$ cat src/rtl/shift_frame_sequencer_pkg.sv
// Shared constants for the shift frame sequencer and the shift register it drives.
//   - SR_* : shift register mode codes (sr_mode pins).
//   - ST_* : sequencer state encoding.
//   - shift_mode() : strobe mode for a frame direction.
package shift_ctrl_pkg;

  localparam logic [1:0] SR_HOLD  = 2'b00;
  localparam logic [1:0] SR_LEFT  = 2'b01;
  localparam logic [1:0] SR_RIGHT = 2'b10;
  localparam logic [1:0] SR_LOAD  = 2'b11;

  localparam logic [2:0] ST_IDLE  = 3'd0;
  localparam logic [2:0] ST_LOAD  = 3'd1;
  localparam logic [2:0] ST_SHIFT = 3'd2;
  localparam logic [2:0] ST_DONE  = 3'd3;
  localparam logic [2:0] ST_GAP   = 3'd4;

  // dir = 0 shifts left (MSB out first), dir = 1 shifts right.
  function automatic logic [1:0] shift_mode(input logic dir);
    return dir ? SR_RIGHT : SR_LEFT;
  endfunction

endpackage

$ cat src/rtl/shift_frame_sequencer_if.sv
// Upstream word handshake for the shift frame sequencer.
//   in_valid / in_ready : valid/ready handshake (transfer when both high at a clock edge).
//   in_data             : word to serialise.
//   in_dir              : 0 = left shift (MSB first), 1 = right shift.
//   in_fill             : serial_in value for the whole frame.
// master = word producer, slave = sequencer.
interface shift_frame_sequencer_if #(
  parameter int unsigned WIDTH = 8
);
  logic             in_valid;
  logic [WIDTH-1:0] in_data;
  logic             in_dir;
  logic             in_fill;
  logic             in_ready;

  modport master (
    output in_valid, in_data, in_dir, in_fill,
    input  in_ready
  );

  modport slave (
    input  in_valid, in_data, in_dir, in_fill,
    output in_ready
  );
endinterface

$ cat src/rtl/shift_frame_sequencer_timer.sv
// Bit period timer: counts 0..CLKS_PER_BIT-1 while enabled and wraps.
//   clk, reset_n : clock, asynchronous active-low reset.
//   clear        : synchronous return to 0 (priority over enable).
//   enable       : advance the count.
//   tick         : high on the terminal count while enabled.
module bit_period_timer #(
  parameter int unsigned CLKS_PER_BIT = 4
) (
  input  logic clk,
  input  logic reset_n,
  input  logic clear,
  input  logic enable,
  output logic tick
);
  localparam int unsigned CW = (CLKS_PER_BIT > 1) ? $clog2(CLKS_PER_BIT) : 1;
  localparam logic [CW-1:0] LAST = CW'(CLKS_PER_BIT - 1);

  logic [CW-1:0] cnt;

  assign tick = enable && (cnt == LAST);

  always_ff @(posedge clk or negedge reset_n) begin
    if (!reset_n) begin
      cnt <= '0;
    end else if (clear) begin
      cnt <= '0;
    end else if (enable) begin
      cnt <= (cnt == LAST) ? '0 : cnt + 1'b1;
    end
  end
endmodule

$ cat src/rtl/shift_frame_sequencer.sv
// Shift frame sequencer: accepts words over a valid/ready handshake and drives a
// universal shift register through one LOAD plus WIDTH evenly spaced shift strobes.
//   clk, reset_n  : clock, asynchronous active-low reset.
//   up            : upstream word handshake (slave side).
//   flush         : synchronous abort of the current frame.
//   sr_mode       : shift register mode (hold/left/right/load).
//   sr_data       : shift register parallel data.
//   sr_serial_in  : shift register serial input (frame fill bit).
//   busy          : high outside IDLE.
//   shift_cnt     : strobes issued in the current frame.
//   frame_done    : one-cycle pulse at frame completion.
module shift_frame_sequencer
  import shift_ctrl_pkg::*;
#(
  parameter int unsigned WIDTH        = 8,
  parameter int unsigned CLKS_PER_BIT = 4,
  parameter int unsigned GAP_CYCLES   = 1
) (
  input  logic                         clk,
  input  logic                         reset_n,
  shift_frame_sequencer_if.slave       up,
  input  logic                         flush,
  output logic [1:0]                   sr_mode,
  output logic [WIDTH-1:0]             sr_data,
  output logic                         sr_serial_in,
  output logic                         busy,
  output logic [$clog2(WIDTH+1)-1:0]   shift_cnt,
  output logic                         frame_done
);
  localparam int unsigned CNT_W = $clog2(WIDTH + 1);
  localparam int unsigned GW    = (GAP_CYCLES > 1) ? $clog2(GAP_CYCLES) : 1;
  localparam logic [CNT_W-1:0] CNT_FULL = CNT_W'(WIDTH);
  localparam logic [GW-1:0]    GAP_LAST = GW'((GAP_CYCLES == 0) ? 0 : GAP_CYCLES - 1);

  logic [2:0]       state, state_nx;
  logic [1:0]       mode_nx;
  logic [CNT_W-1:0] cnt_nx;
  logic             done_nx;
  logic [GW-1:0]    gap_cnt, gap_nx;
  logic             dir_q;
  logic             accept;
  logic             tick;

  assign up.in_ready = (state == ST_IDLE);
  assign accept      = (state == ST_IDLE) && up.in_valid;

  // All outputs are registered, so a strobe visible in cycle t is decided in
  // cycle t-1. The timer therefore starts counting in the LOAD cycle, which
  // puts strobe k exactly CLKS_PER_BIT*k cycles after LOAD.
  bit_period_timer #(
    .CLKS_PER_BIT(CLKS_PER_BIT)
  ) u_timer (
    .clk    (clk),
    .reset_n(reset_n),
    .clear  (accept),
    .enable ((state == ST_LOAD) || (state == ST_SHIFT)),
    .tick   (tick)
  );

  always_comb begin
    state_nx = state;
    mode_nx  = SR_HOLD;
    cnt_nx   = shift_cnt;
    done_nx  = 1'b0;
    gap_nx   = gap_cnt;

    case (state)
      ST_IDLE: begin
        if (accept) begin
          state_nx = ST_LOAD;
          mode_nx  = SR_LOAD;
          cnt_nx   = '0;
        end
      end
      ST_LOAD, ST_SHIFT: begin
        state_nx = ST_SHIFT;
        // shift_cnt reaching WIDTH means the last strobe is on the pins now.
        if (shift_cnt == CNT_FULL) begin
          state_nx = ST_DONE;
          done_nx  = 1'b1;
        end else if (tick) begin
          mode_nx = shift_mode(dir_q);
          cnt_nx  = shift_cnt + 1'b1;
        end
      end
      ST_DONE: begin
        if (GAP_CYCLES == 0) begin
          state_nx = ST_IDLE;
          cnt_nx   = '0;
        end else begin
          state_nx = ST_GAP;
          gap_nx   = '0;
        end
      end
      ST_GAP: begin
        if (gap_cnt == GAP_LAST) begin
          state_nx = ST_IDLE;
          cnt_nx   = '0;
        end else begin
          gap_nx = gap_cnt + 1'b1;
        end
      end
      default: begin
        state_nx = ST_IDLE;
        cnt_nx   = '0;
      end
    endcase

    // An accept in IDLE takes precedence over a coincident flush.
    if (flush && (state != ST_IDLE)) begin
      state_nx = ST_IDLE;
      mode_nx  = SR_HOLD;
      cnt_nx   = '0;
      done_nx  = 1'b0;
    end
  end

  always_ff @(posedge clk or negedge reset_n) begin
    if (!reset_n) begin
      state        <= ST_IDLE;
      sr_mode      <= SR_HOLD;
      sr_data      <= '0;
      sr_serial_in <= 1'b0;
      shift_cnt    <= '0;
      frame_done   <= 1'b0;
      busy         <= 1'b0;
      gap_cnt      <= '0;
      dir_q        <= 1'b0;
    end else begin
      state      <= state_nx;
      sr_mode    <= mode_nx;
      shift_cnt  <= cnt_nx;
      frame_done <= done_nx;
      busy       <= (state_nx != ST_IDLE);
      gap_cnt    <= gap_nx;
      if (accept) begin
        sr_data      <= up.in_data;
        sr_serial_in <= up.in_fill;
        dir_q        <= up.in_dir;
      end
    end
  end
endmodule

$ cat src/flat_wrapper.sv
// flat-port wrapper written by rule: the top's interface ports become plain ports
module shift_frame_sequencer_flat import shift_ctrl_pkg::*;
#(
  parameter int unsigned WIDTH        = 8,
  parameter int unsigned CLKS_PER_BIT = 4,
  parameter int unsigned GAP_CYCLES   = 1
)
  (clk, reset_n, flush, sr_mode, sr_data, sr_serial_in, busy, shift_cnt, frame_done, up_in_valid, up_in_data, up_in_dir, up_in_fill, up_in_ready);
  shift_frame_sequencer_if #(.WIDTH(WIDTH)) up_i ();
  input  logic clk;
  input  logic reset_n;
  input  logic flush;
  output logic [1:0] sr_mode;
  output logic [WIDTH-1:0] sr_data;
  output logic sr_serial_in;
  output logic busy;
  output logic [$clog2(WIDTH+1)-1:0] shift_cnt;
  output logic frame_done;
  input wire logic [$bits(up_i.in_valid)-1:0] up_in_valid;
  input wire logic [$bits(up_i.in_data)-1:0] up_in_data;
  input wire logic [$bits(up_i.in_dir)-1:0] up_in_dir;
  input wire logic [$bits(up_i.in_fill)-1:0] up_in_fill;
  output wire logic [$bits(up_i.in_ready)-1:0] up_in_ready;
  assign up_i.in_valid = up_in_valid;
  assign up_i.in_data = up_in_data;
  assign up_i.in_dir = up_in_dir;
  assign up_i.in_fill = up_in_fill;
  assign up_in_ready = up_i.in_ready;
  shift_frame_sequencer #(.WIDTH(WIDTH), .CLKS_PER_BIT(CLKS_PER_BIT), .GAP_CYCLES(GAP_CYCLES)) u_core (.clk(clk), .reset_n(reset_n), .up(up_i), .flush(flush), .sr_mode(sr_mode), .sr_data(sr_data), .sr_serial_in(sr_serial_in), .busy(busy), .shift_cnt(shift_cnt), .frame_done(frame_done));
endmodule
$ cat config.mk
export PLATFORM = sky130hd
export DESIGN_NAME = shift_frame_sequencer_flat
export DESIGN_NICKNAME = d
export VERILOG_FILES = /design/src/rtl/shift_frame_sequencer_pkg.sv /design/src/rtl/shift_frame_sequencer_if.sv /design/src/rtl/shift_frame_sequencer_timer.sv /design/src/rtl/shift_frame_sequencer.sv /design/src/flat_wrapper.sv
export SDC_FILE = /design/constraint.sdc
export NUM_CORES = 1
export LEC_CHECK = 0
export CAP_MARGIN = 20
export CELL_PAD_IN_SITES_DETAIL_PLACEMENT = 0
export CELL_PAD_IN_SITES_GLOBAL_PLACEMENT = 1
export CORE_MARGIN = 5
export CORE_UTILIZATION = 30
export CTS_CLUSTER_DIAMETER = 100
export DETAILED_ROUTE_END_ITERATION = 7
export GPL_TIMING_DRIVEN = 0
export PLACE_DENSITY = 0.73
export SETUP_SLACK_MARGIN = 0.05
export SLEW_MARGIN = 20
export SYNTH_ARGS = -nofsm -noshare
export SYNTH_HDL_FRONTEND = slang
export SYNTH_SLANG_ARGS = --single-unit
$ cat constraint.sdc
create_clock -name clk -period 1.6 [get_ports clk]
set_input_delay 0.24 -clock clk [delete_from_list [all_inputs] [get_ports clk]]
set_output_delay 0.24 -clock clk [all_outputs]
set_load 0.005 [all_outputs]
After elaboration in Yosys (flattened, before gate mapping)
Index checks and enable logic that the tools add are counted.
W data, S select, Z words.
- register bits after elaboration: 24
- input bits: 14
- output and inout port bits: 18
- word-level logic and storage cells: 60
- add/sub/neg operators: 3
- equality and inequality tests: 11
- muxes and demuxes: 25
- reductions and logical operators: 11
- operators by type and width (kind ; number):
    $mux W4 ; 5
    $mux W2 ; 8
    $pmux W4 S4 ; 1
    $pmux W3 S4 ; 1
    $mux W3 ; 3
    $eq A3 B2 Y1 const B ; 2
    $ne A3 B1 Y1 const B ; 2
    $ne A3 B3 Y1 const B ; 2
    $reduce_bool A3 Y1 ; 2
    $mux W1 ; 5
    $reduce_and A5 Y1 ; 1
    $add A4 B1 Y4 const B ; 1
    $eq A4 B4 Y1 const B ; 1
    $pmux W2 S2 ; 1
    $reduce_bool A2 Y1 ; 2
    $eq A3 B1 Y1 const B ; 1
    $eq A3 B3 Y1 const B ; 1
    $logic_and A1 B1 Y1 ; 3
    $logic_not A3 Y1 ; 1
    $add A2 B1 Y2 const B ; 1
    $eq A2 B2 Y1 const B ; 1
    $ne A2 B1 Y1 const B ; 1
    $pmux W1 S2 ; 1
    $reduce_or A2 Y1 ; 1
    2 further kinds ; 2

Longest topological paths before layout
- depth in word-level cells: 7
- depth in mapped cells: 6

Hierarchy
Synthesis repeated with hierarchy kept, for this count alone.
- cell total of the unflattened synthesis: 85
- area, all modules: 1052.3 µm²
- modules (own cells, without submodules) (module ; instances ; cells an instance ; area an instance (µm²)):
    shift_frame_sequencer ; 1 ; 76 ; 945.9
    bit_period_timer ; 1 ; 9 ; 106.4

Worst setup path before layout
Ideal clock, no wire load.
- path type: reg2reg
- from: reg u_core.state[0]
- to: reg u_core.dir_q
- setup time: 0.125 ns
- arrival: 1.347 ns
- data required time: 1.475 ns
- path slack: 0.128 ns
- cell stages (with the launch flop): 4
- cell sequence: dfrtp_1 nor4b_4 buf_4 mux2_2
- word-level cells in the longest chain between the ends: 2
- ends and longest elaborated chain (item ; line ; text):
    start: declaration ; shift_frame_sequencer.sv:35 ; logic [2:0] state, state_nx;
    start signal: assignment ; shift_frame_sequencer.sv:130 ; state <= state_nx;
    $logic_not A3 Y1 ; shift_frame_sequencer.sv:45 ; assign accept = (state == ST_IDLE) && up.in_valid;
    $logic_and A1 B1 Y1 ; shift_frame_sequencer.sv:45 ;
    end signal: assignment ; shift_frame_sequencer.sv:139 ; dir_q <= up.in_dir;
    end: declaration ; shift_frame_sequencer.sv:40 ; logic dir_q;
Every way passes these cells.
A chain may end at the register's enable or synchronous reset.

Final worst setup path
- from: in flush
- to: reg u_core.shift_cnt[3]
- word-level cells in the longest chain between the ends: 3
- elaborated cells on any way between the ends: 8
- classes of those cells: eq/ne (5); mux (1); reduce/logical (2)
- ends and longest elaborated chain (item ; line ; text):
    start: declaration ; flat_wrapper.sv:12 ; input logic flush;
    $logic_and A1 B1 Y1 * ; shift_frame_sequencer.sv:110 ; if (flush && (state != ST_IDLE)) begin
    $ne A3 B3 Y1 (no source line), or another cell as far along ; n/a ;
    $reduce_and A5 Y1 (no source line) ; n/a ;
    end signal: assignment ; shift_frame_sequencer.sv:132 ; shift_cnt <= cnt_nx;
    end: declaration ; shift_frame_sequencer.sv:27 ; output logic [$clog2(WIDTH+1)-1:0] shift_cnt,
Mark *: on every way between the ends. The rest lies on a longest branch, timed or not.

==> qor.yml <==
status:
  status: "completed"
layout:
  fin_area_um2: 1630
  area_growth_pct: 43.4
  nNetsFinal: 154
  drive_gt1_share_pct: 23.5
  diodes: 0
  nFillCells: 353
clocking:
  cts_htree_levels: 1
  cts_inserted_buffers: 3
  cts_tree: "built"
  cts-root-buf: "clkbuf_8"
  clk_pin_slew_worst_paths_ns: 0.09
  cts.path.max_buffers: 2
  clock-sinks: 23
  clock_latency_ns: 0.27
power:
  pwr-share-clk_pct: 14.1
  p_seq_share_pct: 35.2
  comb_power_share_pct: 50.8
  switching_power_mw: 0.897
  p_int_mw: 1.79
  swShare_pct: 33.4
  p_leak_nw: 0.679
  total_power_mw: 2.69
  peakVddDrop_mv: 0.814
  power_density_nw_per_um2: 1640
synthesis:
  syn-cell-area_um2: 1140
  yosysWarnings: 0
  syn_nets: 113
  synthXorXnorAreaFrac_pct: 2.85
  synthCells: 96
  synth_seq_cells: 23
  synthSimpleGateAreaFrac_pct: 17.9
  synth_area_per_cell_um2: 11.9
  synth_compound_area_share_pct: 9.77
  synth-seq-area-share_pct: 50.5
  ys_types: 34
  synth_adder_area_share_pct: 4.17
  synthMuxAreaShare_pct: 9.88
  synth_top_family_by_area: "simple AND/OR/NAND/NOR gates"
routing:
  ant_nets: 0
  drtPass1Iterations: 4
  wl_per_cell_um: 14.2
  routed_wl_um: 2610
  drc: 0
  drt-initial-drc-count: 28
  vias_per_cell: 4.88
  vias: 898
global_routing:
  grt_overflow: 0
  antenna_found_initial: 0
  grt_pass1_vias: 912
  grt_pass1_wl_um: 4250
  track_usage_pct: 10.6
  grt_max_degree: 24
worst_hold_path:
  holdCritPathClass: "input port to async pin"
sta:
  fin_crit_ns: 1.54
  maxSlewHeadroom_pct: 65.6
  fmax_mhz: 648
  finalSetupTns_ns: 0
  slew_viol_final: 0
  rsz0062_at_grt: "true"
  skew_ns: 0.00267
  worstMarginPinSlew_ns: 0.517
  hold_violations: 0
  period_share_pct: 96.5
  final-setup-viol-count: 0
setup_path:
  cp.arrival_ns: 1.76
  required_ns: 1.81
  crit_chain: "clkdlybuf4s50_1 -> nor2_1 -> or4b_1 -> nand3_1"
  cpMaxStageDelayCell: "clkdlybuf4s50_1"
  timing.critical_path.buf_inv: 1
  cp-end-kind: "flop"
  crit_type: "input port to flop"
  cp_slowest_stage_delay_ns: 0.53
  startpoint_type: "input port"
  crit_family: "simple AND/OR/NAND/NOR gates"
  cp_max_fo: 8
floorplanning:
  die_w_um: 71.6
  core_um2: 3660
  start_util_pct: 31.1
  die_h_um: 71.6
  rows: 22
  dieArea_um2: 5130
  ios: 32
place:
  hpwl_um: 1880
  numPortBuffers: 31
  placed_area_um2: 1510
  gp_congestion: 0.724
job:
  maxCapViolCount: 0
routing by layer:
layer	global-route usage (%)	wire length, um	up-vias
met1	11.6	1130	432
met2	17.2	1180	32
met4	3.76	27	0
li1	-	-	432
met5	0	0	-
met3	6.17	274	2
metrics by stage:
step                      worst slack [ns]  utilization (%)  cells  hold slack [ns]
after CTS                          0.00162             42.9    180            0.516
after floorplan                      0.128                -     96          -0.0556
after detailed placement            -0.329             41.3    175            0.496
after global routing               0.00529             44.6    184            0.535
final                               0.0561             44.6    184            0.469
after global placement              -0.293             41.3    175            0.489
sequential cells by signal, indices dropped and copies added (netlist names):
register and cells:
u_core.busy 1, u_core.shift_cnt 4, u_core.state 3, u_core.dir_q 1
u_core.frame_done 1, u_core.u_timer.cnt 2, u_core.sr_serial_in 1, u_core.sr_data 8
u_core.sr_mode 2
timing repair:
item,CTS,global route
hold buffers,0,1
setup endpoints to repair,8,14
resized for setup,5,8
hold endpoints to repair,0,23
buffers inserted,1,4
pin swaps,0,0
cell families (layout without fill, tap and decap cells):
family          after synthesis  count (layout)
buf+inv                      10              50
simple gates                 30              30
mux                          10              10
flops                        23              23
fa+ha+maj                     4               4
compound gates               17              17
xor+xnor                      2               2
path summary, 6_finish.rpt:
path,slack (ns),start,cells past startpoint,end
max,0.06,flush,4,u_core.shift_cnt[3]
min,0.47,reset_n,2,u_core.frame_done
max reg2reg,0.07,u_core.state[2],4,u_core.sr_serial_in
min reg2reg,0.52,u_core.sr_data[0],1,u_core.sr_data[0]
max in group asynchronous,0.75,reset_n,2,u_core.state[0]
min in group clk,0.52,u_core.sr_data[0],1,u_core.sr_data[0]
power by group through the flow:
| stage | Combinational [mW] | Sequential (mW) | Clock [mW] |
|---|---|---|---|
| after floorplan | 0.690 | 0.961 | 0 |
| after global placement | 1.24 | 0.949 | 0 |
| after detailed placement | 1.27 | 0.963 | 0 |
| after CTS | 1.28 | 0.957 | 0.390 |
| after global routing | 1.49 | 0.978 | 0.410 |
| final | 1.36 | 0.946 | 0.378 |
worst register-to-register path, delay by kind of cell, from the launching register on:
kind	cells	cell delay, ns
and+or+nand+nor	1	0.28
muxes	1	0.34
DFF	1	0.47
buffers and inverters	2	0.33
cell type report:
| class | instances | area, um2 | area share, % |
|---|---|---|---|
| plain buffers | 4 | 41.3 | 2.53 |
| clock buffers | 3 | 41.3 | 2.53 |
| clock inverters | 1 | 7.51 | 0.459 |
| inverters | 5 | 18.8 | 1.15 |
| multi-input cells | 63 | 526 | 32.2 |
| flip-flops and latches | 23 | 579 | 35.5 |
| well taps | 48 | 60.1 | 3.68 |
| repair buffers | 37 | 360 | 22.1 |
cell usage in the layout, fill, tap and decap left out, types with 2 or more instances in the layout:
cell type / Yosys / routed
o211ai_1: 2 / 2
nand3b_1: 2 / 2
dfrtp_2: 0 / 3
nor3_1: 4 / 4
clkdlybuf4s50_1: 0 / 29
ha_1: 3 / 3
o21ai_0: 6 / 6
o21a_1: 2 / 2
buf_4: 1 / 4
nand4_1: 5 / 5
nand2_1: 2 / 2
dfrtp_1: 23 / 20
inv_1: 5 / 5
and3b_1: 2 / 2
nor4_1: 3 / 2
nor2_1: 3 / 3
nand3_1: 2 / 2
mux2_2: 10 / 7
a21oi_1: 2 / 2
buf_6: 2 / 3
mux2_4: 0 / 3
clkbuf_8: 0 / 3
synth_stat cells:
library cell  number  share of area [%]
xnor2_2            1                1.4
xor2_2             1                1.4
o21ai_0            6                2.6
o31a_1             1               0.77
nor4_1             3                1.6
nand2_1            2               0.66
nand3_1            2               0.88
maj3_1             1               0.88
nor2b_1            1               0.55
a21oi_1            2               0.88
ha_1               3                3.3
dfrtp_1           23                 50
nor3_1             4                1.8
nand4_1            5                2.7
inv_1              5                1.6
o211ai_1           2                1.3
clkbuf_1           2               0.66
and4bb_1           1                1.1
buf_6              2                2.0
or4_1              1               0.66
nand2b_1           1               0.55
mux2_2            10                9.9
nor2_1             3               0.99
a22oi_1            1               0.66
and3b_1            2                1.5
and3_1             1               0.55
a311oi_1           1               0.77
nor4b_4            1                2.1
or4b_1             1               0.88
o31ai_1            1               0.66
buf_4              1               0.66
nand3b_1           2                1.3
o21a_1             2                1.3
o2111ai_1          1               0.77
Power figures use the tool's default switching activity.
